[src/rtl/ky32_pkg.sv]
// Shared constants and skid-buffer state encoding for the KY32 write-select decoder.
package ky32_pkg;

    localparam int SEL_W_MIN = 1;
    localparam int SEL_W_MAX = 6;
    localparam int ZERO_IDX  = 0;

    typedef enum logic [1:0] {
        EMPTY = 2'd0,
        ONE   = 2'd1,
        TWO   = 2'd2
    } skid_state_t;

endpackage

[src/rtl/ky32_onehot_dec.sv]
// Combinational index-to-one-hot decoder with enable and optional register-0 suppression.
module ky32_onehot_dec
    import ky32_pkg::*;
#(
    parameter int SEL_W = 3
) (
    input  logic [SEL_W-1:0]      idx,
    input  logic                  ena,
    input  logic                  zsup,
    output logic [2**SEL_W-1:0]   sel
);

    always_comb begin
        sel = '0;
        if (ena && !(zsup && (idx == SEL_W'(ZERO_IDX)))) begin
            sel[idx] = 1'b1;
        end
    end

endmodule

[src/rtl/ky32_wsel_decoder.sv]
// KY32 register-file write-port decoder: one-hot select plus data, registered behind a 2-entry skid buffer.
module ky32_wsel_decoder
    import ky32_pkg::*;
#(
    parameter int SEL_W         = 3,
    parameter int DATA_W        = 32,
    parameter bit ZERO_SUPPRESS = 1'b1
) (
    input  logic                  clk,
    input  logic                  rst,
    input  logic                  in_valid,
    output logic                  in_ready,
    input  logic                  in_ena,
    input  logic [SEL_W-1:0]      in_idx,
    input  logic [DATA_W-1:0]     in_data,
    output logic                  out_valid,
    input  logic                  out_ready,
    output logic [2**SEL_W-1:0]   out_sel,
    output logic [DATA_W-1:0]     out_data,
    output logic [15:0]           supp_cnt
);

    localparam int SEL_N = 2**SEL_W;

    if (SEL_W < SEL_W_MIN || SEL_W > SEL_W_MAX) begin : g_bad_sel_w
        $error("ky32_wsel_decoder: SEL_W out of legal range");
    end

    function automatic logic [15:0] sat_inc16(input logic [15:0] v);
        return (v == 16'hFFFF) ? v : v + 16'd1;
    endfunction

    logic [SEL_N-1:0]  w_sel_p0;
    skid_state_t       r_state;
    skid_state_t       w_next_state;
    logic              r_in_ready;
    logic              w_accept;
    logic              w_load_out;
    logic              w_load_skid;
    logic              w_skid_to_out;
    logic [15:0]       r_supp_cnt;
    logic [SEL_N-1:0]  r_out_sel_p1;
    logic [DATA_W-1:0] r_out_data_p1;
    logic [SEL_N-1:0]  r_skid_sel_p1;
    logic [DATA_W-1:0] r_skid_data_p1;

    // Stage p0: decode the incoming index
    ky32_onehot_dec #(
        .SEL_W (SEL_W)
    ) u_dec (
        .idx  (in_idx),
        .ena  (in_ena),
        .zsup (ZERO_SUPPRESS),
        .sel  (w_sel_p0)
    );

    assign w_accept = in_valid && r_in_ready;

    always_comb begin
        w_next_state  = r_state;
        w_load_out    = 1'b0;
        w_load_skid   = 1'b0;
        w_skid_to_out = 1'b0;
        case (r_state)
            EMPTY: begin
                if (w_accept) begin
                    w_load_out   = 1'b1;
                    w_next_state = ONE;
                end
            end
            ONE: begin
                if (w_accept && out_ready) begin
                    w_load_out = 1'b1;
                end else if (w_accept) begin
                    w_load_skid  = 1'b1;
                    w_next_state = TWO;
                end else if (out_ready) begin
                    w_next_state = EMPTY;
                end
            end
            TWO: begin
                if (out_ready) begin
                    w_skid_to_out = 1'b1;
                    w_next_state  = ONE;
                end
            end
            default: w_next_state = EMPTY;
        endcase
    end

    // in_ready is registered from the next state so it never depends on out_ready combinationally
    always_ff @(posedge clk or posedge rst) begin
        if (rst) begin
            r_state    <= EMPTY;
            r_in_ready <= 1'b0;
            r_supp_cnt <= '0;
        end else begin
            r_state    <= w_next_state;
            r_in_ready <= (w_next_state != TWO);
            if (w_accept && (w_sel_p0 == '0)) begin
                r_supp_cnt <= sat_inc16(r_supp_cnt);
            end
        end
    end

    // Stage p1: output register and skid entry
    always_ff @(posedge clk or posedge rst) begin
        if (rst) begin
            r_out_sel_p1   <= '0;
            r_out_data_p1  <= '0;
            r_skid_sel_p1  <= '0;
            r_skid_data_p1 <= '0;
        end else begin
            if (w_load_out) begin
                r_out_sel_p1  <= w_sel_p0;
                r_out_data_p1 <= in_data;
            end else if (w_skid_to_out) begin
                r_out_sel_p1  <= r_skid_sel_p1;
                r_out_data_p1 <= r_skid_data_p1;
            end
            if (w_load_skid) begin
                r_skid_sel_p1  <= w_sel_p0;
                r_skid_data_p1 <= in_data;
            end
        end
    end

    assign in_ready  = r_in_ready;
    assign out_valid = (r_state != EMPTY);
    assign out_sel   = r_out_sel_p1;
    assign out_data  = r_out_data_p1;
    assign supp_cnt  = r_supp_cnt;

endmodule

[config.mk]
export PLATFORM = sky130hd
export DESIGN_NAME = ky32_wsel_decoder
export DESIGN_NICKNAME = d
export VERILOG_FILES = /design/src/rtl/ky32_pkg.sv /design/src/rtl/ky32_onehot_dec.sv /design/src/rtl/ky32_wsel_decoder.sv
export SDC_FILE = /design/constraint.sdc
export NUM_CORES = 1
export LEC_CHECK = 0
export ABC_AREA = 1
export BUFFER_PORTS_ARGS = -buffer_cell sky130_fd_sc_hd__buf_2
export CELL_PAD_IN_SITES_DETAIL_PLACEMENT = 2
export CELL_PAD_IN_SITES_GLOBAL_PLACEMENT = 2
export CORE_MARGIN = 3
export CORE_UTILIZATION = 33
export CTS_BUF_LIST = sky130_fd_sc_hd__clkbuf_8
export CTS_CLUSTER_DIAMETER = 50
export DETAILED_ROUTE_END_ITERATION = 8
export MAX_ROUTING_LAYER = met4
export PLACE_DENSITY_LB_ADDON = 0.3
export SLEW_MARGIN = 20
export SYNTH_ARGS = -nofsm -noshare
export SYNTH_HDL_FRONTEND = slang
export SYNTH_SLANG_ARGS = --single-unit
[constraint.sdc]
create_clock -name clk -period 3.6 [get_ports clk]
set_input_delay 0 -clock clk [delete_from_list [all_inputs] [get_ports clk]]
set_output_delay 0 -clock clk [all_outputs]
set_load 0.03 [all_outputs]
==> flow_metrics.py <==
metrics = {
    "min_path": {
        "timing.hold.worst.class": "input port to flip-flop",
    },
    "grt": {
        "grt_pass1_vias": 4557,
        "wire_length_of_the_first_global_routing_pass_um": 23300,
        "grt-ovfl-total": 0,
        "grt_antenna_before_repair": 1,
        "grt_usage_pct": 20.3,
        "grt_max_degree": 80,
    },
    "worst_setup_path": {
        "cp-end-kind": "flip-flop",
        "timing_worst_setup_path_type": "flip-flop to flip-flop",
        "timing.critical_path.required_ns": 3.84,
        "worstPathArrival_ns": 2.42,
        "start_kind": "flip-flop",
        "critical_path_peak_fanout": 41,
    },
    "die": {
        "die-height_um": 123,
        "die-width_um": 123,
        "ios": 98,
        "core.rowCount": 41,
        "initial_utilization_pct": 34.6,
        "die_area_um2": 15000,
        "fp.coreArea_um2": 13000,
    },
    "finish": {
        "final_util_pct": 43.5,
        "post_layout_inst_area_um2": 5650,
        "n_fill_cell": 1470,
        "finish.net_count": 692,
        "layout-drive-gt1-share_pct": 20.0,
        "synthToLayoutAreaGrowth_pct": 25.8,
    },
    "synth": {
        "synth_most_common_cell": "sky130_fd_sc_hd__nand2_1",
        "async_set_or_reset_register_ratio_after_synthesis_pct": 100,
        "yosys_warnings": 0,
        "synthTopCellsByArea": "sky130_fd_sc_hd__dfrtp_1, sky130_fd_sc_hd__nand2_1, sky130_fd_sc_hd__o211ai_1",
        "ys_dominant_reg_cell": "sky130_fd_sc_hd__dfrtp_1",
        "yosysTopAreaCellShare_pct": 55.2,
        "synth_common_cells": "sky130_fd_sc_hd__nand2_1, sky130_fd_sc_hd__dfrtp_1, sky130_fd_sc_hd__inv_1",
        "syn_area_um2": 4490,
        "netlist_instances": 531,
        "synth_area_leader_cell": "sky130_fd_sc_hd__dfrtp_1",
        "syn_avg_cell_area_um2": 8.46,
        "ys_ff_latch": 99,
        "synth-seq-area-share_pct": 55.2,
        "yosysUniqueCellTypes": 28,
        "post_syn_nets": 572,
        "synth_enable_flop_cells": 0,
    },
    "placed_design": {
        "io_buffer_count": 97,
        "place_area_um2": 5110,
        "gp_congestion": 0.741,
        "detailed_place_hpwl_um": 9140,
    },
    "sta": {
        "achievable-frequency_ghz": 0.459,
        "totalNegativeSetupSlack_ns": 0,
        "final_count_of_pins_violating_max_slew": 0,
        "final_count_of_hold_timing_violations": 0,
        "finalWorstPathRequiredPeriod_ns": 2.18,
        "timing_worst_slew_pin_value_ns": 0.953,
        "setup_viol_count_final": 0,
        "min_period_over_period_pct": 60.5,
        "grt_setup_unrepaired": "false",
        "maxSlewHeadroom_pct": 36.5,
        "skew_ns": 0.0116,
    },
    "pwr": {
        "sw_frac_of_total_pct": 43.4,
        "power_report.internal_total_uw": 2320,
        "power.share.sequential_pct": 43.0,
        "power_frac_comb_pct": 39.5,
        "vdd_drop_max_mv": 0.331,
        "net-switching-power_uw": 1780,
        "clk_pwr_share_pct": 17.4,
        "power.static_leakage_uw": 0.00273,
        "cellPowerDensity_nw_per_um2": 727,
    },
    "detailed_routing": {
        "detailedRoute.firstIterationViolations": 232,
        "antenna_left": 0,
        "drc": 0,
        "detail_route.wirelength_um": 14000,
        "routed_length_per_instance_um": 16.9,
        "vias_post_dr": 4092,
        "via_per_inst": 4.94,
        "first_pass_iters": 4,
    },
    "clocking": {
        "root_buffer": "sky130_fd_sc_hd__clkbuf_8",
        "cts-htree-levels": 3,
        "ctsLongestPathBuffers": 2,
        "cts_resized": 0,
        "numCtsBuffers": 9,
        "cts_tree": "done",
        "clk_latency_ns": 0.38,
        "cts_clock_pin_slew_for_the_worst_setup_and_hold_paths_ns": 0.10,
        "cts.sink_count": 99,
        "postCtsSetupBuffers": 0,
    },
    "outcome": {
        "run_status": "finished, final reports clean",
    },
    "job": {
        "max-cap-violations": 0,
    },
}
power by group through the flow:
stage,registers [µW],clock network (µW),logic (µW)
finish,1770,716,1620
CTS,1770,742,1640
detailed placement,1790,0,1600
floorplan,2170,0,671
global route,1820,787,1810
global placement,1770,0,1520
state kept, by name, summed over array words and instances, names as in the netlist:
| signal | flops |
|---|---|
| in_ready | 1 |
| supp_cnt | 16 |
| r_skid_data_p1 | 32 |
| r_skid_sel_p1 | 8 |
| out_sel | 8 |
| out_data | 32 |
| r_state | 2 |
metal layers:
metal | track usage [%] | up-vias | wire length [µm]
li1 | - | 1945 | -
met5 | - | - | 0
met2 | 35.5 | 72 | 7220
met3 | 3.00 | 18 | 388
met1 | 24.0 | 2057 | 6140
met4 | 6.37 | 0 | 250
critical path, stage by stage, from the launching register on:
cell                       delay, ns
sky130_fd_sc_hd__dfrtp_1        0.39
sky130_fd_sc_hd__inv_1          0.08
sky130_fd_sc_hd__nor2_1         0.15
sky130_fd_sc_hd__inv_1          0.10
sky130_fd_sc_hd__nand2_1        0.08
sky130_fd_sc_hd__buf_4          0.43
sky130_fd_sc_hd__inv_2          0.45
sky130_fd_sc_hd__nand2_1        0.22
sky130_fd_sc_hd__o211ai_1       0.13
stage by stage:
stage / instances / hold WS (ns) / total power, µW / worst slack [ns]
final: 829 / 0.0242 / 4110 / 1.42
after CTS: 828 / 0.0128 / 4160 / 1.41
after global placement: 778 / 0.226 / 3280 / 1.67
after floorplan: 531 / 0.121 / 2840 / 1.01
after global routing: 829 / 0.0447 / 4420 / 1.18
after detailed placement: 778 / 0.235 / 3390 / 1.42
final cells by class:
cell class | instances | area (µm²) | area share (%)
flip-flops and latches | 99 | 2480 | 43.8
multi-input cells | 342 | 1660 | 29.3
well taps | 172 | 215 | 3.81
repair buffers | 135 | 856 | 15.1
clock inverters | 4 | 31.3 | 0.553
clock buffers | 12 | 165 | 2.92
diodes | 1 | 2.50 | 0.0443
inverters | 64 | 248 | 4.38
kinds of logic (layout without fill, tap and decap cells):
| logic type | Yosys count | count (layout) | synth area share (%) |
|---|---|---|---|
| flops | 99 | 99 | 55.2 |
| compound gates | 87 | 87 | 12.3 |
| other cells | 0 | 1 | 0 |
| xor+xnor | 7 | 7 | 1.36 |
| buf+inv | 90 | 215 | 8.08 |
| simple gates | 247 | 247 | 22.9 |
| fa+ha+maj | 1 | 1 | 0.279 |
worst paths after layout:
kind                                  startpoint  cells after the start  slack (ns)               end
worst max-delay path                  r_state[0]                      8        1.42      out_data[22]
worst min-delay path                      in_ena                      4        0.02      supp_cnt[12]
worst max register to register        r_state[0]                      8        1.42      out_data[22]
worst min register to register  r_skid_sel_p1[0]                      2        0.50  r_skid_sel_p1[0]
max in group asynchronous                    rst                      4        2.26        out_sel[6]
min in group asynchronous                    rst                      3        0.40      out_data[11]
what timing repair did:
item                       CTS  global route
hold endpoints to repair   137             0
hold buffers                34             0
setup endpoints to repair    0             0
placed cells by master (no fill, tap or decap), drive strengths merged:
master       synthesis  layout
nor3                 1       1
ha                   1       1
or2                  1       1
nand3b               1       1
nand3               46      46
clkinv               2       2
nor2                28      28
a211oi               1       1
a21oi                1       1
o21ai               46      46
buf                  7     101
o211ai              39      39
diode                0       1
dfrtp               99      99
nand4                4       4
inv                 62      63
clkinvlp             0       3
nand2              166     166
clkbuf              19      12
xnor2                6       6
dlygate4sd3          0      34
xor2                 1       1
No activity file was read; power rests on OpenSTA's default activity.
